<file path="config.mk">
export PLATFORM = sky130hd
export DESIGN_NAME = mux4_rr_scheduler
export DESIGN_NICKNAME = d
export VERILOG_FILES = /design/src/rtl/mux4_rr_scheduler.sv
export SDC_FILE = /design/constraint.sdc
export NUM_CORES = 1
export LEC_CHECK = 0
export BUFFER_PORTS_ARGS = -buffer_cell sky130_fd_sc_hd__clkbuf_2
export CORE_AREA = 3 3 58 60
export CTS_CLUSTER_SIZE = 30
export DETAILED_ROUTE_END_ITERATION = 10
export DIE_AREA = 0 0 61 63
export PLACE_DENSITY = 0.73
export SYNTH_ARGS = -nofsm -noshare
export SYNTH_HDL_FRONTEND = slang
export SYNTH_SLANG_ARGS = --single-unit
</file>
<file path="constraint.sdc">
create_clock -name clk -period 2 [get_ports clk]
set_input_delay 0.3 -clock clk [delete_from_list [all_inputs] [get_ports clk]]
set_output_delay 0.3 -clock clk [all_outputs]
set_load 0.005 [all_outputs]
</file>
<file path="src/rtl/mux4_rr_scheduler.sv">
// Round-robin scheduler sharing one 4-to-1 mux between four requesters.
// The winner's word is captured into an output register and held under a
// valid/ready handshake. The grant is acknowledged in the cycle the consumer
// accepts the word.
module mux4_rr_scheduler #(
  parameter int DATA_W = 8
) (
  input  logic              clk,
  input  logic              rst,
  input  logic [3:0]        req,
  input  logic [DATA_W-1:0] din0,
  input  logic [DATA_W-1:0] din1,
  input  logic [DATA_W-1:0] din2,
  input  logic [DATA_W-1:0] din3,
  input  logic              out_ready,
  output logic              out_valid,
  output logic [DATA_W-1:0] out_data,
  output logic [1:0]        out_src,
  output logic              sel1,
  output logic              sel2,
  output logic [3:0]        gnt,
  output logic [3:0]        ack
);

  typedef enum logic {IDLE = 1'b0, HOLD = 1'b1} state_t;

  state_t            state_q, state_d;
  logic [1:0]        ptr_q, ptr_d;
  logic [DATA_W-1:0] data_q, data_d;
  logic [1:0]        src_q, src_d;
  logic [3:0]        gnt_q, gnt_d;

  logic              accept;
  logic [1:0]        arb_ptr;
  logic [3:0]        arb_req;
  logic [2:0]        pick;

  // Returns {found, index}. Scans ptr, ptr+1, ptr+2, ptr+3 (mod 4) and
  // reports the first source with its request bit set. The loop runs from
  // the farthest offset down to the nearest, so the nearest offset is
  // written last and wins.
  function automatic logic [2:0] rr_pick(input logic [3:0] r, input logic [1:0] p);
    logic [1:0] idx;
    rr_pick = 3'b000;
    for (int k = 3; k >= 0; k--) begin
      idx = p + 2'(k);
      if (r[idx]) rr_pick = {1'b1, idx};
    end
  endfunction

  // Shared 4-to-1 data mux. The select encoding matches {sel1, sel2}.
  function automatic logic [DATA_W-1:0] mux4(input logic [1:0] s,
                                             input logic [DATA_W-1:0] a0,
                                             input logic [DATA_W-1:0] a1,
                                             input logic [DATA_W-1:0] a2,
                                             input logic [DATA_W-1:0] a3);
    case (s)
      2'd0:    mux4 = a0;
      2'd1:    mux4 = a1;
      2'd2:    mux4 = a2;
      default: mux4 = a3;
    endcase
  endfunction

  // Next-state logic: arbitrate in IDLE, or re-arbitrate on accept.
  // On accept the pointer advances past the acked source, and that source's
  // request is masked for this cycle.
  always_comb begin
    state_d = state_q;
    ptr_d   = ptr_q;
    data_d  = data_q;
    src_d   = src_q;
    gnt_d   = gnt_q;

    accept  = (state_q == HOLD) && out_ready;
    arb_ptr = accept ? (src_q + 2'd1) : ptr_q;
    arb_req = accept ? (req & ~gnt_q) : req;
    pick    = rr_pick(arb_req, arb_ptr);

    if (state_q == IDLE || accept) begin
      if (accept) ptr_d = arb_ptr;
      if (pick[2]) begin
        state_d = HOLD;
        src_d   = pick[1:0];
        data_d  = mux4(pick[1:0], din0, din1, din2, din3);
        gnt_d   = 4'b0001 << pick[1:0];
      end else begin
        state_d = IDLE;
        gnt_d   = 4'b0000;
      end
    end
  end

  // State and output registers. Reset clears all of them, including the
  // held word.
  always_ff @(posedge clk) begin
    if (rst) begin
      state_q <= IDLE;
      ptr_q   <= 2'd0;
      data_q  <= '0;
      src_q   <= 2'd0;
      gnt_q   <= 4'b0000;
    end else begin
      state_q <= state_d;
      ptr_q   <= ptr_d;
      data_q  <= data_d;
      src_q   <= src_d;
      gnt_q   <= gnt_d;
    end
  end

  assign out_valid = (state_q == HOLD);
  assign out_data  = data_q;
  assign out_src   = src_q;
  assign sel1      = src_q[1];
  assign sel2      = src_q[0];
  assign gnt       = gnt_q;
  assign ack       = gnt_q & {4{out_valid & out_ready}};

endmodule

</file>
# Yosys cells after proc, flatten, opt, wreduce, memory -nomap -nowiden
# Cells that the tools add are included.
dict set report word_totals {
  regBits 17
  latchBits 0
  mem_bits_rw 0
  romBits 0
  wordCells 43
  memories 0
}
dict set report classes {
  addsub 4
  n_mul 0
  div 0
  magnitude_cmp 4
  n_eq_ne 2
  n_shift 1
  n_mux 17
  n_bitwise 5
  n_reduce_logical 5
}
# operator n
set ops {}
lappend ops {{case mux 8 bit (3 select lines)} 1}
lappend ops {{< comparator 2 x 3 -> 1 bit, second input constant} 4}
lappend ops {{2-to-1 mux 3 bit} 4}
lappend ops {{bitwise AND 4 bit} 2}
lappend ops {{binary-select mux 1 bit (select 2 bit)} 4}
lappend ops {{2-to-1 mux 4 bit} 2}
lappend ops {{2-to-1 mux 1 bit} 5}
lappend ops {{adder 2 x 1 -> 2 bit, second input constant} 2}
lappend ops {{adder 2 bit, second input constant} 2}
lappend ops {{NOT 4 bit} 1}
lappend ops {{AND reduction 2 bit} 2}
lappend ops {{<< shifter 1 x 2 -> 4 bit, first input constant} 1}
lappend ops {{== test 2 x 1 -> 1 bit, second input constant} 1}
lappend ops {{== test 2 bit, second input constant} 1}
lappend ops {{zero test 2 bit} 1}
lappend ops {{2-to-1 mux 2 bit} 1}
lappend ops {{bitwise AND 1 bit} 1}
lappend ops {{logical AND 1 bit} 1}
lappend ops {{logical OR 1 bit} 1}
lappend ops {{NOT 1 bit} 1}

# Longest topological paths before layout
dict set report depth {
  word_depth 11
  depth_mapped 9
  ltp_nobuf 6
}

# Worst setup path after synthesis
# OpenSTA, ideal clock, no wires.
dict set report synth_timing {
  kind {reg2reg}
  from {reg state_q (netlist: out_valid)}
  to {reg data_q[0] (netlist: out_data[0])}
  setup_ps 79
  arrival_ps 2044
  required_time_ps 1921
  path_slack_ps -123
  stages_incl_launch_ff 9
  n_path_buf 2
  period_less_slack_ps 2123
  cell_sequence {dfxtp_1 > buf_4 > and3_1 > nor2b_1 > a31o_1 > a311oi_4 > or3b_1 > buf_6 > o221ai_2}
}
dict set report synth_between {
  elab_chain_len 11
  word_cells_on_any_way 25
}
# item line_no
set synth_rtl {}
lappend synth_rtl {{start, declared} 27} ;# state_t state_q, state_d;
lappend synth_rtl {{start signal, assigned} 104} ;# state_q <= state_d;
lappend synth_rtl {{logical AND 1 bit} 75} ;# accept = (state_q == HOLD) && out_ready;
lappend synth_rtl {{2-to-1 mux 2 bit} 76} ;# arb_ptr = accept ? (src_q + 2'd1) : ptr_q;
lappend synth_rtl {{adder 2 bit} 46} ;# idx = p + 2'(k);
lappend synth_rtl {{binary-select mux 1 bit (select 2 bit)} 47} ;# if (r[idx]) rr_pick = {1'b1, idx};
lappend synth_rtl {{2-to-1 mux 1 bit (implied by the code)} 47}
lappend synth_rtl {{2-to-1 mux 3 bit (4 in series)} 47}
lappend synth_rtl {{== test 2 bit, or another cell as far along} 57} ;# case (s)
lappend synth_rtl {{case mux 8 bit (3 select lines)} 57}
lappend synth_rtl {{end signal, assigned} 106} ;# data_q <= data_d;
lappend synth_rtl {{end, declared} 29} ;# logic [DATA_W-1:0] data_q, data_d;
# Parallel ways exist; a longest one is shown, timed or not. The select of a mux whose other input is x is not followed.
# A chain may end at the register's enable or synchronous reset.

# Worst setup path after layout
# Ends and elaborated chain as after synthesis.

==> out/qor.txt <==
status: finished, violations left
failing checks: negative setup slack
total power draw: 1010 uW
Worst-path clk slew: 0.10 ns
vias in the first global route: 1196
WL met1: 1.37 mm
Layout area overhead: 49.7%
sequential area share after synthesis: 29.9%
largest net degree at the start of global routing: 20
IO Count: 60
EDFF count, synth: 0
Post-DP Area: 1560 sq um
via/cell ratio: 5.26
DRT iter0 DRCs: 40
CP Class: reg -> reg
PnR worst setup slack: -0.0284 ns
critical path arrival: 2.25 ns
DP HPWL: 2.54 mm
metal3 WL: 231 microns
register area: 349 sq um
crit end category: register
Slew HR: 77.2%
Avg Cell Area, Syn: 9.57 sq um
highest routed layer: met4
ys flop type: dfxtp_1
Worst setup SP type: register
Leakage Power: 0.000843 uW
worst slew pin tran: 0.343 ns
area occupied by multi-input gates: 793 sq um
die width: 61 microns
DR WL/cell: 14.3 microns
Die Y: 63 microns
Post-route DRC: 0
CTS HTree Levels: 1
gpl congestion: 0.853
fill count: 275
Setup Skew: 0.00191 ns
ANT nets after route: 0
Site Rows: 20
global-route wire length before repair: 5.25 mm
total track usage: 17.5%
Power per Cell Area: 590 nW/um^2
TritonRoute pass-1 iters: 4
root buffer cell: clkbuf_4
fmax: 493 MHz
Fin. Hold Viols: 0
layout cell share with drive strength beyond 1: 56.2%
WL final: 3.24 mm
Finished Cell Area: 1700 sq um
period utilisation layout: 101%
initial core utilization: 38.2%
CP required: 2.22 ns
CORE AREA: 2980 sq um
synth unique cells: 33
via count: 1194
CTS tree: built
die area: 3840 sq um
Yosys reg bits: 17
yosys warns: 0
fin. max-slew vios: 0
RSZ-0062 raised after global routing: yes
Async S/R FF share, synth: 0%
crit-path max FO: 8
Max VDD drop: 0.319 mV
initial antenna violation count: 0
layout net count: 234
final setup TNS: -0.0554 ns
dpl cells: 220
Sink Count: 17
wire length on met2: 1.60 mm
Min Clock Period, post-route: 2.03 ns
max cap viols: 0
Antenna Cells: 0
Syn Nets: 158
Longest Clk Path Bufs: 2
total gr overflow: 0
worst skew pair latency: 0.29 ns
Post-Layout Cell Count: 227
Mapped Cells: 119
Synth Cell Area: 1140 sq um
IO Port Bufs: 59
worst hold path type: in -> reg
cts bufs inserted: 3
final setup fails: 2
[sequential cells by signal, summed over array words and instances, names as in the netlist]
name       count
out_data       8
gnt            4
out_src        2
ptr_q          2
out_valid      1
[report_power, final]
| group | switching, uW | internal (uW) | leakage [uW] | total [uW] |
|---|---|---|---|---|
| registers | 33.6 | 379 | 0.000142 | 412 |
| logic | 184 | 222 | 0.000687 | 406 |
| clock network | 110 | 77.6 | 0.0000150 | 187 |
[final cells by class]
class                           count  area share, %
Clock buffer                        4           1.54
Timing Repair Buffer               82           28.3
Sequential cell                    17           20.5
Inverter                            3          0.661
Multi-Input combinational cell     88           46.5
Tap cell                           33           2.42
[critical path, cell delays in order, from the launching register on]
cell and delay, ns:
dfxtp_4 0.39, a21bo_4 0.23, o21a_1 0.12, a31o_1 0.20
a311oi_4 0.28, or3b_4 0.42, buf_8 0.15, o221ai_2 0.18
[through the flow]
step           hold slack [ns]  util [%]  setup slack [ns]
4_1_cts                  0.289      54.5           0.00553
5_1_grt                  0.317      57.2            -0.113
3_5_place_dp             0.496      52.5            -0.148
6_report                 0.293      57.2           -0.0284
3_3_place_gp             0.495      52.5           -0.0787
2_1_floorplan            0.469         -           0.00647
[placed cells by master (no fill, tap or decap), types with 2 or more instances in the layout]
master	count
a21oi_1	6
buf_6	2
o221ai_2	8
dfxtp_1	14
mux2i_1	17
clkbuf_2	59
nand3_1	2
nor2_1	4
a31o_1	2
dfxtp_4	2
nand2_1	5
o21ai_1	2
or3_1	3
buf_4	20
inv_1	3
nand3b_1	14
clkbuf_4	3
nand2b_1	4
[repair_timing]
action	4_1_cts	5_1_grt
hold buffers	0	0
hold endpoints to repair	0	0
pin swaps	0	7
cloned	0	0
endpoints found under the setup margin	8	8
buffers inserted	1	2
gates resized for setup	6	16
[cell usage after synthesis, types with 2 or more instances]
master    number  area (sq um)
dfxtp_1       17           340
mux2i_1       17           170
nand3b_1      14           105
o221ai_2       8           120
a21oi_1        7          35.0
nand2_1        5          18.8
clkbuf_1       4          15.0
nand2b_1       4          25.0
nor2_1         4          15.0
buf_4          3          22.5
inv_1          3          11.3
nand3_1        3          15.0
or3_1          3          18.8
a31o_1         2          17.5
and3_1         2          12.5
buf_2          2          10.0
buf_6          2          22.5
nor2b_1        2          12.5
o21ai_1        2          10.0
or3b_1         2          17.5
[kinds of logic (layout without fill, tap and decap cells)]
| kind of cell | after synthesis | after routing | share of synthesized area [%] |
|---|---|---|---|
| and+or+nand+nor | 43 | 43 | 23.7 |
| AOI/OAI and AO/OA | 27 | 27 | 23.5 |
| muxes | 17 | 17 | 14.9 |
| DFF | 17 | 17 | 29.9 |
| buffers and inverters | 14 | 89 | 7.14 |
| xor gates and xnor gates | 1 | 1 | 0.769 |
[final timing paths]
path	slack, ns	to	cells after the start	start
hold / removal	0.29	out_data[7]	3	din1[7]
setup / recovery	-0.03	out_data[0]	7	out_valid
setup reg to reg	-0.03	out_data[0]	7	out_valid
hold reg to reg	0.52	gnt[0]	2	gnt[0]
[routing by layer]
layer | GRT usage, % | vias to the layer above
met1 | 21.5 | 538
met3 | 3.51 | 4
met5 | 0 | -
met2 | 29.8 | 56
met4 | 5.15 | 0
li1 | - | 596
Note: power is estimated with default switching activity, not from simulation.
